[src/rtl/trace_scheduler.sv]
// Per-pixel ray-trace sequencer: walks the frame, tests every sphere, keeps the nearest hit, writes it out.
// Optional hit statistics (hit_count port and counter) are built when TRACE_STATS_EN is defined.
module trace_scheduler #(
  parameter int unsigned NUM_SPHERES = 4,
  parameter int unsigned H_RES       = 640,
  parameter int unsigned V_RES       = 480,
  parameter int unsigned LUT_LATENCY = 2,
  parameter logic [31:0] T_MAX       = 32'h7FFF0000,
  parameter logic [23:0] BG_COLOR    = 24'h000000,
  localparam int unsigned SW = (NUM_SPHERES > 1) ? $clog2(NUM_SPHERES) : 1
) (
  input  logic          Clk,
  input  logic          Reset_n,
  input  logic          start,
  output logic          busy,
  output logic          frame_done,
  output logic [9:0]    WriteX,
  output logic [9:0]    WriteY,
  output logic [SW-1:0] sph_idx,
  output logic [31:0]   tbest,
  input  logic          collide,
  input  logic [31:0]   tnew,
  input  logic [23:0]   sph_col,
  output logic          fb_we,
  output logic [23:0]   fb_color,
  input  logic          fb_ready
`ifdef TRACE_STATS_EN
  ,
  output logic [18:0]   hit_count
`endif
);

  localparam int unsigned LW = $clog2(LUT_LATENCY + 1);
  localparam logic [LW-1:0] LUT_LAST = LW'(LUT_LATENCY - 1);
  localparam logic [SW-1:0] S_LAST   = SW'(NUM_SPHERES - 1);
  localparam logic [9:0]    X_LAST   = 10'(H_RES - 1);
  localparam logic [9:0]    Y_LAST   = 10'(V_RES - 1);

  typedef enum logic [2:0] {IDLE, SETUP, TEST, WRITE, DONE} state_t;

  state_t        state;
  logic [LW-1:0] lut_cnt;
`ifdef TRACE_STATS_EN
  logic          pix_hit;
`endif

  // Sequencer and all registered outputs.
  always_ff @(posedge Clk or negedge Reset_n) begin
    if (!Reset_n) begin
      state      <= IDLE;
      lut_cnt    <= '0;
      busy       <= 1'b0;
      frame_done <= 1'b0;
      WriteX     <= '0;
      WriteY     <= '0;
      sph_idx    <= '0;
      tbest      <= T_MAX;
      fb_we      <= 1'b0;
      fb_color   <= BG_COLOR;
`ifdef TRACE_STATS_EN
      pix_hit    <= 1'b0;
      hit_count  <= '0;
`endif
    end else begin
      frame_done <= 1'b0;
      case (state)
        IDLE: begin
          if (start) begin
            WriteX   <= '0;
            WriteY   <= '0;
            sph_idx  <= '0;
            tbest    <= T_MAX;
            fb_color <= BG_COLOR;
            lut_cnt  <= '0;
            busy     <= 1'b1;
            state    <= SETUP;
`ifdef TRACE_STATS_EN
            pix_hit   <= 1'b0;
            hit_count <= '0;
`endif
          end
        end
        // Hold the coordinates while the angle/ray LUTs settle.
        SETUP: begin
          if (lut_cnt == LUT_LAST) begin
            lut_cnt <= '0;
            state   <= TEST;
          end else begin
            lut_cnt <= lut_cnt + 1'b1;
          end
        end
        // Strict compare keeps the lower sphere index on equal distance.
        TEST: begin
          if (collide && (tnew < tbest)) begin
            tbest    <= tnew;
            fb_color <= sph_col;
`ifdef TRACE_STATS_EN
            pix_hit  <= 1'b1;
`endif
          end
          if (sph_idx == S_LAST) begin
            fb_we <= 1'b1;
            state <= WRITE;
          end else begin
            sph_idx <= sph_idx + 1'b1;
          end
        end
        WRITE: begin
          if (fb_ready) begin
            fb_we    <= 1'b0;
            tbest    <= T_MAX;
            fb_color <= BG_COLOR;
            sph_idx  <= '0;
`ifdef TRACE_STATS_EN
            pix_hit  <= 1'b0;
            if (pix_hit && (hit_count != '1)) hit_count <= hit_count + 19'd1;
`endif
            if ((WriteX == X_LAST) && (WriteY == Y_LAST)) begin
              state <= DONE;
            end else begin
              if (WriteX == X_LAST) begin
                WriteX <= '0;
                WriteY <= WriteY + 10'd1;
              end else begin
                WriteX <= WriteX + 10'd1;
              end
              state <= SETUP;
            end
          end
        end
        DONE: begin
          frame_done <= 1'b1;
          busy       <= 1'b0;
          state      <= IDLE;
        end
        default: state <= IDLE;
      endcase
    end
  end

endmodule

[config.mk]
export PLATFORM = sky130hd
export DESIGN_NAME = trace_scheduler
export DESIGN_NICKNAME = d
export VERILOG_FILES = /design/src/rtl/trace_scheduler.sv
export SDC_FILE = /design/constraint.sdc
export NUM_CORES = 1
export LEC_CHECK = 0
export ABC_AREA = 1
export CAP_MARGIN = 20
export CELL_PAD_IN_SITES_DETAIL_PLACEMENT = 0
export CELL_PAD_IN_SITES_GLOBAL_PLACEMENT = 1
export CORE_MARGIN = 5
export CORE_UTILIZATION = 39
export CTS_BUF_LIST = sky130_fd_sc_hd__clkbuf_4
export CTS_CLUSTER_DIAMETER = 50
export DETAILED_ROUTE_END_ITERATION = 8
export PLACE_DENSITY_LB_ADDON = 0.1
export SETUP_SLACK_MARGIN = 0.2
export SLEW_MARGIN = 20
export SYNTH_ARGS = -nofsm -noshare
export SYNTH_HDL_FRONTEND = slang
export SYNTH_SLANG_ARGS = --single-unit
[constraint.sdc]
create_clock -name Clk -period 3.9 [get_ports Clk]
set_input_delay 0.78 -clock Clk [delete_from_list [all_inputs] [get_ports Clk]]
set_output_delay 0.78 -clock Clk [all_outputs]
set_load 0.02 [all_outputs]
==> results of run 1 <==
per-layer routing:
| metal | vias to the layer above | share of wire | GRT usage |
|---|---|---|---|
| met4 | 0 | 0.020 | 0.0638 |
| met1 | 2295 | 0.44 | 0.230 |
| met3 | 20 | 0.042 | 0.0356 |
| met2 | 121 | 0.50 | 0.314 |
| met5 | - | 0 | 0 |
| li1 | 2425 | - | - |
power breakdown:
part	internal [mW]	switching, mW	leakage (nW)
Sequential	1.31	0.278	1.12
Combinational	1.19	1.88	2.21
Clock	0.260	0.306	0.0776
Total	2.75	2.46	3.41
synth_stat cells (all sizes together):
cell type,count,area (µm²)
clkbuf,6,22.5
ha,34,425
o21a,1,7.51
nand4,8,50.1
nand2,190,731
clkinv,1,3.75
xor2,8,70.1
buf,21,151
inv,108,405
o21ai,24,146
nand3,71,355
a21oi,23,119
o31ai,5,37.5
dfrtp,71,1780
xnor2,1,8.76
or2,17,106
dfstp,15,394
a31oi,2,27.5
nor2,62,255
nor3,17,90.1
nor3b,1,7.51
nor4,4,25.0
state kept, by name, summed over array words and instances (netlist names):
name,flops
state,3
busy,1
tbest,32
frame_done,1
WriteY,10
lut_cnt,2
WriteX,10
fb_we,1
fb_color,24
sph_idx,2
cell families after synthesis:
group | share of synthesized area
buffers and inverters | 0.112
xor gates and xnor gates | 0.0151
DFF | 0.416
and+or+nand+nor | 0.311
adders and majority gates | 0.0816
AOI/OAI and AO/OA | 0.0648
critical path: stages:
cell and delay (ps):
clkdlybuf4s50_1 450, ha_1 310, nand2_1 70, nor2_1 130, nand2_1 100, nor4_1 210, nand2_1 90, nand3_1 80
nand2_2 60, nand2_2 370, buf_12 260, nand2_1 90, nand2_1 70
cell type report:
class | instances | area share
Multi-Input combinational cell | 468 | 0.359
Sequential cell | 86 | 0.315
Timing Repair Buffer | 147 | 0.213
Inverter | 109 | 0.0594
Tap cell | 176 | 0.0320
Clock buffer | 10 | 0.0109
Clock inverter | 5 | 0.0109
worst paths after layout:
path	from	depth (start not counted)	endpoint	slack, ps
setup / recovery	tnew[31]	13	fb_color[0]	1220
hold / removal	Reset_n	1	tbest[11]	260
setup reg to reg	tbest[27]	13	fb_color[0]	1400
hold reg to reg	tbest[30]	2	tbest[30]	480
max in group asynchronous	Reset_n	2	tbest[23]	2850
min in group Clk	tbest[30]	2	tbest[30]	480
stage by stage:
step	worst slack [ps]	area (µm²)	utilization	cells	hold slack, ps
6_report	1220	6890	0.522	1001	258
5_1_grt	1060	6890	0.522	1001	249
4_1_cts	1220	6890	0.522	1001	238
3_5_place_dp	709	6740	0.511	986	458
3_3_place_gp	731	6740	0.511	986	454
2_1_floorplan	1690	5220	-	690	458
==> results.cfg, run 1 <==
[clocking]
cts_max_path_buffers = 2
cts_post_setup_buffers_inserted = 0
htreeDepth = 3
clock_slew_at_reported_path_ffs_ps = 130
worstSkewPairLatency_ps = 450
cts_hold_buf = 0
tritoncts.num_buffers = 9
cts-root-buf = clkbuf_4
cts.repair.resized = 0
cts_tree = done
clock_sink_count = 86

[route]
detailedRoute.firstPassIterationCount = 5
drt_first_iter_violations = 283
detail-route-antenna-nets = 0
drt-wirelength-per-cell_um = 14.1
detail_route.drc_violations = 0
routed_wirelength_um = 14100
post_detailed_route_via_to_cell_ratio = 4.86
via_count = 4861

[timing]
final.min_clock_period_ps = 2680
timing_max_transition_violations_final = 0
final_min_period_over_clock_period = 0.688
worst_slew_margin_relative_to_its_limit = 0.492
max_freq_mhz = 373
setup_viol_count_final = 0
finalHoldViolations = 0
finalClockSkew_ps = 16.5
rsz0062_at_grt = false
slew_at_the_pin_with_the_worst_max_slew_slack_ps = 755
final.setup.tns_ps = 0

[floorplanning]
die_area_um2 = 15800
die-width_um = 126
placementRows = 42
top_level_ports = 142
initial_utilization = 0.395
core-area_um2 = 13200
die_h_um = 126

[run]
drv.max_cap_violation_count = 0

[final_layout]
syn2layout_area_growth_pct = 32.0
multiInputGateArea_um2 = 2470
leading_cell_type_in_the_layout_fill_and_taps_excluded = nand2_1
final_cell_mix = 182 x nand2_1, 140 x clkdlybuf4s50_1, 105 x inv_1, 71 x dfrtp_1, 71 x nand3_1
n_fill_cell = 1283
drive_above_1_share = 0.0921
seqCellArea_um2 = 2170
antenna_cells_inserted = 0
num-nets-final = 916

[logic_synthesis]
synth_cells = 690
syn-num-nets = 785
ys_warn_count = 0
synth_sequential_area_ratio = 0.416
synthDistinctLibCells = 36
synth_seq_cells = 86
syn-mean-instance-area_um2 = 7.56
post_synth_instance_area_um2 = 5220

[power_and_ir_drop]
p_leak_nw = 3.41
irDropWorstVdd_mv = 0.379
post-layout-total-power_mw = 5.22
power.density_cell_area_nw_per_um2 = 758

[global_routing]
global_route.usage.total = 0.183
first_pass_grt_wire_length_um = 23800
initial_antenna_violation_count = 0
grt_max_degree = 58
grt_pass1_vias = 4875
grt_overflow_total = 0

[critical_path]
critical_path.endpoint_type = register
timing.critical_path.from_type = primary input
cp_data_required_time_ps = 4280
timing.setup.critical_path_class = in -> reg
critical_path.max_fanout = 35
data_arrival_at_the_endpoint_of_the_critical_path_ps = 3070

[outcome]
run_status = finished clean

[placement]
gp_congestion = 0.831
place.detailed.hpwl_um = 10100
port_buffers = 141

[worst_hold_path]
hold_class = in -> async
Note: power is estimated with default switching activity, not from simulation.
==> run 2, diff against run 1 <==
--- a/config.mk
+++ b/config.mk
@@ -10,7 +10,7 @@
 export CELL_PAD_IN_SITES_DETAIL_PLACEMENT = 0
 export CELL_PAD_IN_SITES_GLOBAL_PLACEMENT = 1
 export CORE_MARGIN = 5
-export CORE_UTILIZATION = 39
+export CORE_UTILIZATION = 32
 export CTS_BUF_LIST = sky130_fd_sc_hd__clkbuf_4
 export CTS_CLUSTER_DIAMETER = 50
 export DETAILED_ROUTE_END_ITERATION = 8
==> constraint.sdc (replaced) <==
create_clock -name Clk -period 2.25 [get_ports Clk]
set_input_delay 0.45 -clock Clk [delete_from_list [all_inputs] [get_ports Clk]]
set_output_delay 0.45 -clock Clk [all_outputs]
set_load 0.02 [all_outputs]
==> results.cfg, run 2 (same netlist as run 1, synthesis figures left out) <==
[timing]
worst_slew_margin_relative_to_its_limit = 0.544
finalHoldWorstSlack_ps = 455
max_freq_mhz = 471
finalClockSkew_ps = 19.7
rsz0062_at_grt = true
finalHoldViolations = 0
final.setup.tns_ps = 0
setup_viol_count_final = 0
final.min_clock_period_ps = 2130
timing_max_transition_violations_final = 0
slew_at_the_pin_with_the_worst_max_slew_slack_ps = 678
final_min_period_over_clock_period = 0.945

[critical_path]
cp_top_family = simple AND/OR/NAND/NOR gates
rr_worst_depth = 14
critical_path.endpoint_type = register
critical_path.max_fanout = 13
combined_buffer_and_inverter_count_along_the_critical_path = 3
slowest_stage = dfstp_2
data_arrival_at_the_endpoint_of_the_critical_path_ps = 2480
r2r_slack_ps = 120
rr_startpoint = tbest[26]
cp_data_required_time_ps = 2600
crit-reg2reg-capture = tbest[13]
cpMostUsedCell = nand2_1
timing.setup.critical_path_class = reg -> reg
timing.critical_path.slowest_cell_delay_ps = 590
cp_cell_sequence = inv_2 -> ha_4 -> nand2_2 -> buf_4 -> o21ai_2 -> nand2_1 -> nand2_2 -> a21oi_2 -> nand3_2 -> nand2_4 -> nand2_8 -> buf_12 -> nand2_1 -> nand2_1
timing.critical_path.from_type = register

[placement]
place.detailed.hpwl_um = 10700
gp_congestion = 0.850
postPlaceCellArea_um2 = 6920
port_buffers = 141

[global_routing]
grt_pass1_vias = 4978
initial_antenna_violation_count = 0
first_pass_grt_wire_length_um = 25400
grt_overflow_total = 0
grt_max_degree = 40
global_route.usage.total = 0.172

[route]
detail_route.drc_violations = 0
routed_wirelength_um = 16500
met2WireLength_um = 8320
detail-route-antenna-nets = 0
met1_length_um = 7250
detailedRoute.firstPassIterationCount = 5
top_layer_used = met4
post_detailed_route_via_to_cell_ratio = 4.66
via_count = 5091
drt-wirelength-per-cell_um = 15.1
drt_first_iter_violations = 226
detailroute.wirelength.met3_um = 816

[final_layout]
drive_above_1_share = 0.220
largest_reg_flops = 32
syn2layout_area_growth_pct = 53.5
largest_registers = tbest: 32 flops, fb_color: 24 flops
top_register = tbest
num-nets-final = 967
leading_cell_type_in_the_layout_fill_and_taps_excluded = nand2_1
antenna_cells_inserted = 0
final_cell_mix = 163 x nand2_1, 103 x clkdlybuf4s50_1, 94 x inv_1, 71 x dfrtp_1, 64 x nand3_1
post-route-cell-area_um2 = 8010

[clocking]
tritoncts.num_buffers = 9
clock_sink_count = 86
htreeDepth = 3
cts_max_path_buffers = 2
worstSkewPairLatency_ps = 460
cts_tree = done
clock_slew_at_reported_path_ffs_ps = 150
cts-root-buf = clkbuf_4

[power_and_ir_drop]
p_leak_nw = 4.12
irDropWorstVdd_mv = 0.580
power.density_cell_area_nw_per_um2 = 1410
post-layout-total-power_mw = 11.3

[floorplanning]
top_level_ports = 142
initial_utilization = 0.327
placementRows = 46
die-width_um = 138
die_area_um2 = 19000
die_h_um = 138
core-area_um2 = 15900

[worst_hold_path]
hold_class = in -> async

[run]
drv.max_cap_violation_count = 0

[outcome]
run_status = finished clean
==> run 2: worst max-delay path by stage <==
stage | startpoint | to | slack, ps | cells past startpoint
after floorplan | tbest[21] | tbest[0] | 200 | 14
after global placement | tnew[19] | tbest[28] | -270 | 12
after detailed placement | tnew[5] | fb_color[5] | -280 | 14
after CTS | tbest[26] | tbest[13] | 90 | 13
after global routing | tbest[17] | tbest[13] | -10 | 13
final | tbest[26] | tbest[13] | 120 | 14
==> run 2: layer usage <==
layer	track usage	vias up
met5	0	-
met4	0.0316	0
met3	0.0405	9
met2	0.302	97
met1	0.216	2440
li1	-	2545
==> run 2: per-stage QoR <==
step / utilization / setup WS [ps] / std cells
after CTS: 0.476 / 91.7 / 1069
after floorplan: - / 203 / 690
after global routing: 0.502 / -12.7 / 1093
final: 0.502 / 125 / 1093
after global placement: 0.434 / -273 / 1039
after detailed placement: 0.434 / -275 / 1039
==> run 2: where the power goes <==
part / leakage [nW] / total (mW) / internal (mW) / switching (mW)
Combinational: 2.90 / 7.41 / 3.36 / 4.05
Clock: 0.0926 / 1.15 / 0.573 / 0.574
Sequential: 1.12 / 2.75 / 2.27 / 0.487
Total: 4.12 / 11.3 / 6.20 / 5.11
==> run 2: worst register-to-register path: stages (launching register included) <==
cell,delay [ps]
dfstp_2,590
inv_2,50
ha_4,230
nand2_2,80
buf_4,110
o21ai_2,60
nand2_1,80
nand2_2,60
a21oi_2,110
nand3_2,90
nand2_4,130
nand2_8,150
buf_12,200
nand2_1,60
nand2_1,50
==> run 2: cell type report <==
type,count,area (µm²)
Clock buffer,10,75.1
Clock inverter,6,110
Fill cell,1540,7940
Inverter,109,409
Multi-Input combinational cell,469,2840
Sequential cell,86,2170
Tap cell,216,270
Timing Repair Buffer,197,2130
==> run 2: timing repair <==
action,in CTS,in global routing
hold buffers,1,0
pin swaps,8,8
setup endpoints to repair,87,83
gates resized for setup,75,54
endpoints found under the hold margin,17,0
gates cloned,8,4
buffers inserted,5,20
==> run 3, diff against run 2 <==
--- a/config.mk
+++ b/config.mk
@@ -10,8 +10,7 @@
 export CELL_PAD_IN_SITES_DETAIL_PLACEMENT = 0
 export CELL_PAD_IN_SITES_GLOBAL_PLACEMENT = 1
 export CORE_MARGIN = 5
-export CORE_UTILIZATION = 32
-export CTS_BUF_LIST = sky130_fd_sc_hd__clkbuf_4
+export CORE_UTILIZATION = 38
 export CTS_CLUSTER_DIAMETER = 50
 export DETAILED_ROUTE_END_ITERATION = 8
 export PLACE_DENSITY_LB_ADDON = 0.1
==> constraint.sdc (replaced) <==
create_clock -name Clk -period 2.5 [get_ports Clk]
set_input_delay 0.5 -clock Clk [delete_from_list [all_inputs] [get_ports Clk]]
set_output_delay 0.5 -clock Clk [all_outputs]
set_load 0.02 [all_outputs]
==> results.cfg, run 3 (same netlist as run 1, synthesis figures left out) <==
[timing]
slew_at_the_pin_with_the_worst_max_slew_slack_ps = 640
finalClockSkew_ps = 8.16
final_min_period_over_clock_period = 0.916
timing_max_transition_violations_final = 0
max_freq_mhz = 436
rsz0062_at_grt = true
setup_viol_count_final = 0
worst_slew_margin_relative_to_its_limit = 0.570
finalHoldViolations = 0
final.min_clock_period_ps = 2290

[final_layout]
final_cell_mix = 129 x nand2_1, 126 x clkdlybuf4s50_1, 102 x inv_1, 71 x dfrtp_1, 70 x nand3_1
seqCellArea_um2 = 2170
layoutNonFillerInstCount = 1028
n_fill_cell = 1231
largest_reg_flops = 32
post-route-cell-area_um2 = 7800
largest_registers = tbest: 32 flops, fb_color: 24 flops
multiInputGateArea_um2 = 2880
drive_above_1_share = 0.212
antenna_cells_inserted = 0
top_register = tbest
leading_cell_type_in_the_layout_fill_and_taps_excluded = nand2_1
syn2layout_area_growth_pct = 49.6
num-nets-final = 942

[outcome]
run_status = finished clean

[floorplanning]
core-area_um2 = 13300
initial_utilization = 0.391
die_area_um2 = 16200
die_h_um = 127
placementRows = 42
top_level_ports = 142
die-width_um = 127

[placement]
place.detailed.hpwl_um = 10600
postPlaceCellArea_um2 = 6840
gp_congestion = 0.866
dp_cells = 997
port_buffers = 141

[route]
post_detailed_route_via_to_cell_ratio = 4.89
drt_first_iter_violations = 272
detail_route.drc_violations = 0
detail-route-antenna-nets = 0
routed_wirelength_um = 15500
drt-wirelength-per-cell_um = 15.1
detailedRoute.firstPassIterationCount = 4
via_count = 5028

[power_and_ir_drop]
p_leak_nw = 3.89
post-layout-total-power_mw = 10.3
power.density_cell_area_nw_per_um2 = 1320
irDropWorstVdd_mv = 0.625

[global_routing]
grt_max_degree = 42
first_pass_grt_wire_length_um = 23700
grt_overflow_total = 0
global_route.usage.total = 0.181
initial_antenna_violation_count = 0
grt_pass1_vias = 4925

[run]
drv.max_cap_violation_count = 0

[clocking]
tritoncts.num_buffers = 9
cts_max_path_buffers = 2
cts-root-buf = clkbuf_16
cts_hold_buf = 0
worstSkewPairLatency_ps = 350
clock_sink_count = 86
htreeDepth = 3
clock_slew_at_reported_path_ffs_ps = 60
cts_tree = done

[worst_hold_path]
hold_class = in -> async

[critical_path]
critical_path.max_fanout = 8
cp_data_required_time_ps = 2790
r2r_slack_ps = 230
data_arrival_at_the_endpoint_of_the_critical_path_ps = 2580
critical_path.endpoint_type = register
timing.setup.critical_path_class = in -> reg
timing.critical_path.from_type = primary input
rr_worst_depth = 14
==> run 3: worst max-delay path, stage by stage <==
cell,delay (ps)
clkdlybuf4s50_1,460
ha_4,290
nand2_2,60
nor2_4,90
nand2_2,70
nor4_2,270
buf_4,160
nand2_2,50
nand3_2,70
nand2_4,90
nand2_8,170
clkbuf_16,190
nand2_2,50
nand2_1,60
==> run 3: where the power goes <==
part	leakage [nW]	switching, mW	internal [mW]
Combinational	2.61	3.57	2.69
Sequential	1.12	0.522	2.05
Clock	0.157	0.543	0.900
==> run 3: final cells by class <==
cell class / count / area share
clock buffers: 12 / 0.0316
repair buffers: 173 / 0.231
flip-flops and latches: 86 / 0.278
clock inverters: 4 / 0.00898
multi-input cells: 468 / 0.369
well taps: 176 / 0.0282
inverters: 109 / 0.0524
==> run 3: layer usage <==
metal | up-vias | track usage | part of all wire
met1 | 2420 | 0.216 | 0.42
met5 | - | 0 | 0
met4 | 0 | 0.0473 | 0.016
met3 | 22 | 0.0488 | 0.050
met2 | 108 | 0.322 | 0.51
li1 | 2478 | - | -
==> run 3: timing repair <==
item                                   in CTS  in global routing
endpoints found under the hold margin       0                  0
setup endpoints to repair                   0                 56
resized for setup                           0                117
setup buffers                               0                  9
==> run 3: path summary, 6_finish.rpt <==
check	to	startpoint
max	fb_color[15]	tnew[30]
min	tbest[15]	Reset_n
max reg2reg	fb_color[15]	tbest[28]
min in group Clk	tbest[17]	tbest[17]
min reg2reg	tbest[17]	tbest[17]
max in group asynchronous	fb_color[9]	Reset_n
==> run 3: stage by stage <==
step	setup TNS (ps)	setup WS [ps]	hold slack [ps]	util
floorplan	0	437	204	-
detailed placement	-6930	-142	450	0.513
global route	0	60.6	96.0	0.584
CTS	0	209	74.5	0.536
global placement	-5580	-106	449	0.513
finish	0	209	73.1	0.584
